[src/rtl/wire_route_reg.sv]
// wire_route_reg: registered NUM_IN->NUM_OUT lane router with a runtime select/enable table
//   clk, rst       clock, asynchronous active-high reset
//   in_valid       input sample strobe
//   in_data        NUM_IN lanes of WIDTH bits, lane i at [i*WIDTH +: WIDTH]
//   cfg_we         config write strobe for entry cfg_idx (cfg_sel, cfg_en)
//   out_valid      out_data carries a new sample this cycle
//   out_data       NUM_OUT lanes of WIDTH bits, lane j at [j*WIDTH +: WIDTH]
//   cfg_err        one-cycle pulse after a rejected config write
module wire_route_reg #(
   parameter int WIDTH = 1,
   parameter int NUM_IN = 3,
   parameter int NUM_OUT = 4,
   localparam int SEL_W = NUM_IN > 1 ? $clog2(NUM_IN) : 1,
   localparam int IDX_W = NUM_OUT > 1 ? $clog2(NUM_OUT) : 1
) (
   input  logic                       clk,
   input  logic                       rst,
   input  logic                       in_valid,
   input  logic [NUM_IN*WIDTH-1:0]    in_data,
   input  logic                       cfg_we,
   input  logic [IDX_W-1:0]           cfg_idx,
   input  logic [SEL_W-1:0]           cfg_sel,
   input  logic                       cfg_en,
   output logic                       out_valid,
   output logic [NUM_OUT*WIDTH-1:0]   out_data,
   output logic                       cfg_err
);
   // lane array padded to the full select range so any sel value indexes a real entry
   logic [WIDTH-1:0] lane [2**SEL_W];
   logic [SEL_W-1:0] sel [NUM_OUT];
   logic             en [NUM_OUT];
   logic             cfg_ok;

   for (genvar i = 0; i < 2**SEL_W; i++) begin : g_lane
      if (i < NUM_IN) begin : g_real
         assign lane[i] = in_data[i*WIDTH +: WIDTH];
      end else begin : g_pad
         assign lane[i] = '0;
      end
   end

   assign cfg_ok = 32'(cfg_idx) < NUM_OUT && 32'(cfg_sel) < NUM_IN;

   always_ff @(posedge clk or posedge rst) begin
      if (rst) begin
         for (int j = 0; j < NUM_OUT; j++) begin
            sel[j] <= SEL_W'(j % NUM_IN);
            en[j] <= 1'b1;
         end
         out_data <= '0;
         out_valid <= 1'b0;
         cfg_err <= 1'b0;
      end else begin
         // datapath reads the table before this edge's write lands
         if (in_valid)
            for (int j = 0; j < NUM_OUT; j++)
               out_data[j*WIDTH +: WIDTH] <= en[j] ? lane[sel[j]] : '0;
         for (int j = 0; j < NUM_OUT; j++)
            if (cfg_we && cfg_ok && 32'(cfg_idx) == j) begin
               sel[j] <= cfg_sel;
               en[j] <= cfg_en;
            end
         out_valid <= in_valid;
         cfg_err <= cfg_we && !cfg_ok;
      end
   end
endmodule

[config.mk]
export PLATFORM = sky130hd
export DESIGN_NAME = wire_route_reg
export DESIGN_NICKNAME = d
export VERILOG_FILES = /design/src/rtl/wire_route_reg.sv
export SDC_FILE = /design/constraint.sdc
export NUM_CORES = 1
export LEC_CHECK = 0
export ABC_AREA = 0
export BUFFER_PORTS_ARGS = -buffer_cell sky130_fd_sc_hd__buf_2
export CORE_MARGIN = 8
export CORE_UTILIZATION = 45
export CTS_CLUSTER_DIAMETER = 60
export DETAILED_ROUTE_END_ITERATION = 10
export GPL_TIMING_DRIVEN = 1
export PLACE_DENSITY = 0.74
export RECOVER_POWER = 50
export REMOVE_ABC_BUFFERS = 1
export SLEW_MARGIN = 10
export SYNTH_ARGS = -nofsm -noshare
export SYNTH_HDL_FRONTEND = slang
export SYNTH_SLANG_ARGS = --single-unit
[constraint.sdc]
create_clock -name clk -period 1.1 [get_ports clk]
set_clock_uncertainty 0.1 [all_clocks]
set_input_delay 0.22 -clock clk [delete_from_list [all_inputs] [get_ports clk]]
set_output_delay 0.22 -clock clk [all_outputs]
set_load 0.01 [all_outputs]
==> results of run 1 <==
power breakdown:
group / internal (mW) / switching (mW)
combinational: 0.224 / 0.159
clock: 0.127 / 0.189
sequential: 0.826 / 0.0819
total: 1.18 / 0.430
through the flow:
stage	util, %	instance area [µm²]	TNS (ns)	instances	worst slack, ns
5_1_grt	58.1	982	-0.311	103	-0.0531
3_3_place_gp	55.6	938	-0.569	98	-0.112
2_1_floorplan	-	795	0	59	0.0184
3_5_place_dp	55.6	938	-0.747	98	-0.133
6_report	58.1	982	-0.109	103	-0.0278
4_1_cts	57.8	976	-0.113	102	-0.0276
flip-flops by register name, summed over array words and instances, names as in the netlist:
name / cells
out_valid: 1
cfg_err: 1
out_data: 4
en: 4
sel: 8
worst paths after layout:
path | start | to | slack, ns | depth (start not counted)
max | out_data[2] | out_data[2] | -0.03 | 1
min | in_valid | out_valid | 0.13 | 1
min in group asynchronous | rst | out_data[0] | 0.45 | 4
max in group asynchronous | rst | en[1] | 0.11 | 4
min reg2reg | sel[0] | sel[0] | 0.47 | 1
max reg2reg | sel[2] | out_data[2] | 0 | 3
area by class of cell:
| type | instances | area, µm² |
|---|---|---|
| clock buffers | 3 | 22.5 |
| flip-flops and latches | 18 | 458 |
| inverters | 3 | 11.3 |
| well taps | 17 | 21.3 |
| fillers | 142 | 707 |
| repair buffers | 24 | 131 |
| multi-input cells | 38 | 338 |
timing repair:
item                                    4_1_cts  5_1_grt
resized for setup                             1        3
cloned                                        0        0
hold buffers                                  1        0
setup buffers                                 0        1
pin swaps                                     0        3
endpoints found under the setup margin        6       10
endpoints found under the hold margin        12        0
Yosys cell counts:
master | instances | area share (%)
nand4_1 | 1 | 0.79
nor3_1 | 4 | 2.5
mux2_4 | 3 | 5.7
dfstp_2 | 6 | 20
a21oi_1 | 4 | 2.5
a41o_1 | 4 | 5.0
mux2_2 | 9 | 13
nand2_2 | 1 | 0.79
and3_2 | 1 | 0.95
nand4b_1 | 2 | 2.2
dfrtp_1 | 12 | 38
and4bb_4 | 1 | 2.0
nor2b_1 | 4 | 3.1
inv_1 | 3 | 1.4
o21ai_0 | 4 | 2.5
cells in the final DEF, fill, tap and decap left out:
cell type      count
a21oi_1            4
a41o_1             4
and3_2             1
and4bb_4           1
buf_2             15
buf_4              4
clkbuf_1           3
clkbuf_2           1
clkbuf_4           3
dfrtp_1           12
dfstp_2            6
dlygate4sd3_1      1
inv_1              3
mux2_2             9
mux2_4             3
nand2_1            1
nand4_1            1
nand4b_1           2
nor2b_1            4
nor3_1             1
nor3_2             3
o21ai_0            3
o21ai_1            1
kinds of logic after synthesis:
family,after synthesis
buf+inv,3
compound gates,12
simple gates,14
mux,12
flops,18
per-layer routing:
metal | routed length, µm | vias to the layer above | track usage, %
li1 | - | 279 | -
met1 | 758 | 286 | 12.0
met2 | 843 | 15 | 18.3
met3 | 86 | 4 | 3.31
met4 | 18 | 0 | 3.15
met5 | 0 | - | 0
==> summary.txt, run 1 <==
CTS
  – Skew-Pair Late Insertion Delay: 0.29 ns
  – Clock Sinks: 18
  – CTS tree: done
  – Num CTS Buffers: 3
  – CTS max path bufs: 2
  – CTS root buffer: clkbuf_4
  – Reg clk slew, reported paths: 0.10 ns
  – Max H-tree Level: 1

Placement
  – Routability cong.: 0.771
  – I/O Buffers: 17
  – Final HPWL DP: 1.29 mm

Floorplanning
  – Die area: 0.00337 mm²
  – Initial Util: 47.0%
  – IO Pins: 18
  – Core area: 0.00169 mm²
  – Row cnt: 15
  – Die width: 58.0 µm
  – Die H: 58.0 µm

Run status
  – Violated checks: negative setup slack
  – Status: finished with violations

Synthesis
  – Syn Inst Count: 59
  – Compound-Gate Fraction of Synth Area: 10.1%
  – Synth Area per Inst: 13.5 µm²
  – Mux share of post-synthesis cell area: 18.4%
  – Synth Register Bits: 18
  – Library cells used by synthesis: 15
  – Synth Cell Area: 795 µm²
  – Yosys warns: 0
  – Synth Area in Adders: 0%
  – Main combinational cell family by area after synthesis: multiplexers
  – XOR/XNOR share of the synthesized area: 0%
  – Simple-gate portion of the synthesized area: 12.4%
  – Register area share after synthesis: 57.6%

Setup path
  – WS Path Type: reg -> out
  – Worst EP arrival: 0.81 ns
  – CP Launch Type: flip-flop
  – Setup crit end kind: output pin
  – CP Cell Sequence: buf_2
  – Buffer and inverter count on the worst path: 1
  – CP peak stage delay: 0.38 ns
  – CP Max Fanout: 2
  – Critical path's top delay family: flip-flops
  – Critical Path RT: 0.78 ns
  – Crit-path slowest cell: dfrtp_1

Power
  – Maximum VDD drop: 0.664 mV
  – Overall Power: 1.61 mW
  – Pleak: 0.477 nW
  – PD cells: 1640 mW/mm²

Global routing
  – Initial antenna violation count: 0
  – GR Overflow Total: 0
  – Largest net degree at the start of global routing: 19
  – Vias in the first global route: 608
  – All-Layer GR Usage: 10.5%
  – Global-route wire length before repair: 2.73 mm

Route
  – Final WL: 1.71 mm
  – DR pass1 iterations: 4
  – WL per Instance: 16.6 µm
  – Avg Vias per Cell: 5.67
  – DRT iter0 DRCs: 12
  – # DRC: 0
  – Final ANT Viol Nets: 0
  – Vias: 584

STA
  – Final Hold Fails: 0
  – Least-Margin Pin Slew: 0.440 ns
  – Relative slew slack: 70.7%
  – Final Max Tran Viols: 0
  – Smallest hold slack: 0.127 ns
  – Finish-stage setup viols: 5
  – Tcrit/Tclk final: 103%
  – Max Fclk: 887 MHz
  – RSZ-0062 raised after global routing: yes
  – Post-route minimum period: 1.13 ns
  – Final WS setup: -0.0278 ns

Final layout
  – # diodes: 0
  – Layout cells sized above 1: 53.5%
  – Synth-to-layout area growth: 23.6%
  – Nets@finish: 100

Flow run
  – Max Cap Violations: 0

Worst hold path
  – Worst Hold Class: in -> reg
(Power assumes the default switching activity.)
==> inputs of run 2 (changes only) <==
PLACE_DENSITY = 0.71   (was 0.74)
==> run 2 against run 1 <==
Against the previous run: largest power group unchanged; cell area up 1.7%; maximum frequency increased by 0.43%; sequential share of layout area fell by 0.76 points; the run still ends with negative setup slack left; critical path type unchanged.
==> summary.txt, run 2 (synthesis gave the netlist of run 1 again) <==
Final layout
  – Largest reg by FF count: sel
  – # diodes: 0 (unchanged)
  – Commonest non-fill, non-tap cell in the layout: buf_2
  – Biggest regs: sel: 8 flops, en: 4 flops, out_data: 4 flops
  – Layout Cell Area excl Fill: 998 µm² (+1.7%)
  – Synth-to-layout area growth: 25.7%
  – Nets@finish: 100 (unchanged)
  – Fillers: 149 (+4.9%)
  – Max reg flops: 8 (unchanged)
  – Layout cells sized above 1: 57.5% (+4.0 points)
  – Most frequent cells in the layout: buf_2 (16), dfrtp_1 (12), mux2_2 (9)

STA
  – Post-route minimum period: 1.12 ns (-0.00484 ns)
  – RSZ-0062 raised after global routing: yes
  – Finish-stage setup viols: 4 (-1)
  – Setup TNS after final layout: -0.0734 ns (+0.0352 ns)
  – Max Fclk: 891 MHz (+0.43%)
  – Least-Margin Pin Slew: 0.442 ns (+0.00206 ns)
  – Final WS setup: -0.0229 ns (+0.00484 ns)
  – Final Hold Fails: 0 (unchanged)
  – Tcrit/Tclk final: 102% (-0.44 points)
  – Final Max Tran Viols: 0 (unchanged)
  – Relative slew slack: 70.5% (-0.14 points)

Worst hold path
  – Min-delay src: in_valid
  – Hold depth: 1 (unchanged)
  – Worst Hold Class: in -> reg
  – Hold worst-path end: out_valid

Global routing
  – Vias in the first global route: 598 (-1.6%)
  – Initial antenna violation count: 0 (unchanged)
  – GR Overflow Total: 0 (unchanged)
  – All-Layer GR Usage: 10.8% (+0.29 points)
  – Global-route wire length before repair: 2.75 mm (+1.0%)
  – Largest net degree at the start of global routing: 19 (unchanged)

Route
  – Vias: 570 (-2.4%)
  – DR pass1 iterations: 2 (-2)
  – Final ANT Viol Nets: 0 (unchanged)
  – # DRC: 0 (unchanged)
  – Avg Vias per Cell: 5.48 (-3.3%)
  – WL per Instance: 15.7 µm (-5.5%)
  – Final WL: 1.63 mm (-4.6%)
  – DRT iter0 DRCs: 4 (-8)

Setup path
  – Worst R2R Start: sel[1]
  – Buffer and inverter count on the worst path: 1 (unchanged)
  – FF-to-FF setup slack: 0.03 ns (+0.03 ns)
  – CP peak stage delay: 0.39 ns (about the same)
  – WS Path Type: reg -> out
  – Crit-path slowest cell: dfrtp_1
  – R2r worst-path depth: 3 (unchanged)
  – CP Max Fanout: 2 (unchanged)
  – CP Cell Sequence: buf_2
  – Setup crit end kind: output pin
  – Worst EP arrival: 0.80 ns (about the same)
  – Critical path's top delay family: flip-flops
  – Reg-to-Reg End: out_data[3]
  – CP Launch Type: flip-flop
  – Critical Path RT: 0.78 ns (about the same)

CTS
  – Clock Sinks: 18 (unchanged)
  – Reg clk slew, reported paths: 0.09 ns (about the same)
  – CTS root buffer: clkbuf_4
  – CTS max path bufs: 2 (unchanged)
  – CTS tree: done
  – Num CTS Buffers: 3 (unchanged)
  – Max H-tree Level: 1 (unchanged)
  – Skew-Pair Late Insertion Delay: 0.28 ns (about the same)

Run status
  – Violated checks: negative setup slack
  – Status: finished with violations

Power
  – Pleak: 0.483 nW (+1.3%)
  – Maximum VDD drop: 1.01 mV (+52%)
  – Overall Power: 1.62 mW (+0.86%)
  – PD cells: 1620 mW/mm² (-0.78%)

Flow run
  – Max Cap Violations: 0 (unchanged)

Placement
  – I/O Buffers: 17 (unchanged)
  – Routability cong.: 0.751 (-2.5%)
  – Final HPWL DP: 1.23 mm (-4.4%)
  – Placed instance area: 938 µm² (unchanged)

Floorplanning
  – Initial Util: 47.0% (unchanged)
  – IO Pins: 18 (unchanged)
  – Row cnt: 15 (unchanged)
  – Die H: 58.0 µm (unchanged)
  – Die area: 0.00337 mm² (unchanged)
  – Die width: 58.0 µm (unchanged)
  – Core area: 0.00169 mm² (unchanged)
## run 2: cell types whose count changed in the layout (fill, tap and decap cells not counted)
cell,change
a21oi_1,-1
o21ai_0,-1
a21oi_2,+1
buf_2,+1
nand2_2,+1
nor3_1,-1
nand2_1,-1
o21ai_1,+1
nor3_2,+1
## run 2: through the flow
step,hold WS (ns),util (%),worst slack (ns),std cells
6_report,0.115,59.1,-0.0229,104
5_1_grt,0.124,59.1,-0.0782,104
4_1_cts,0.0387,58.1,-0.0413,104
3_5_place_dp,0.147,55.6,-0.130,98
3_3_place_gp,0.138,55.6,-0.112,98
2_1_floorplan,0.0542,-,0.0184,59
## run 2: power by group
part	total (mW)	switching (mW)	internal (mW)
logic	0.384	0.155	0.229
clock network	0.323	0.182	0.141
registers	0.914	0.0881	0.826
total	1.62	0.426	1.20
## run 2: worst max path at each step
stage	start	end	slack (ns)	depth (start not counted)
finish	out_data[3]	out_data[3]	-0.02	1
global route	out_data[2]	out_data[2]	-0.08	1
CTS	out_data[2]	out_data[2]	-0.04	1
detailed placement	cfg_sel[0]	sel[7]	-0.13	4
global placement	cfg_sel[0]	sel[7]	-0.11	4
floorplan	cfg_idx[0]	sel[6]	0.02	2
## run 2: timing repair
action | CTS | global route
pin swaps | 0 | 6
hold buffers | 1 | 0
buffers inserted | 1 | 0
endpoints found under the hold margin | 12 | 0
gates resized for setup | 0 | 7
setup endpoints to repair | 6 | 10
## run 2: routing by layer
layer  part of all wire (%)  track usage, %  vias to the layer above
met3                    3.9            3.75                        2
met1                     44            13.2                      281
li1                       -               -                      277
met5                      0               0                        -
met2                     51            16.6                       10
met4                   0.55            5.24                        0
## run 2: final cells by class
cell class	count	area [µm²]	area share, %
sequential	18	458	45.9
multi-input combinational	38	349	35.0
timing repair buffer	24	133	13.3
clock buffer	4	26.3	2.63
tap	17	21.3	2.13
inverter	3	11.3	1.13
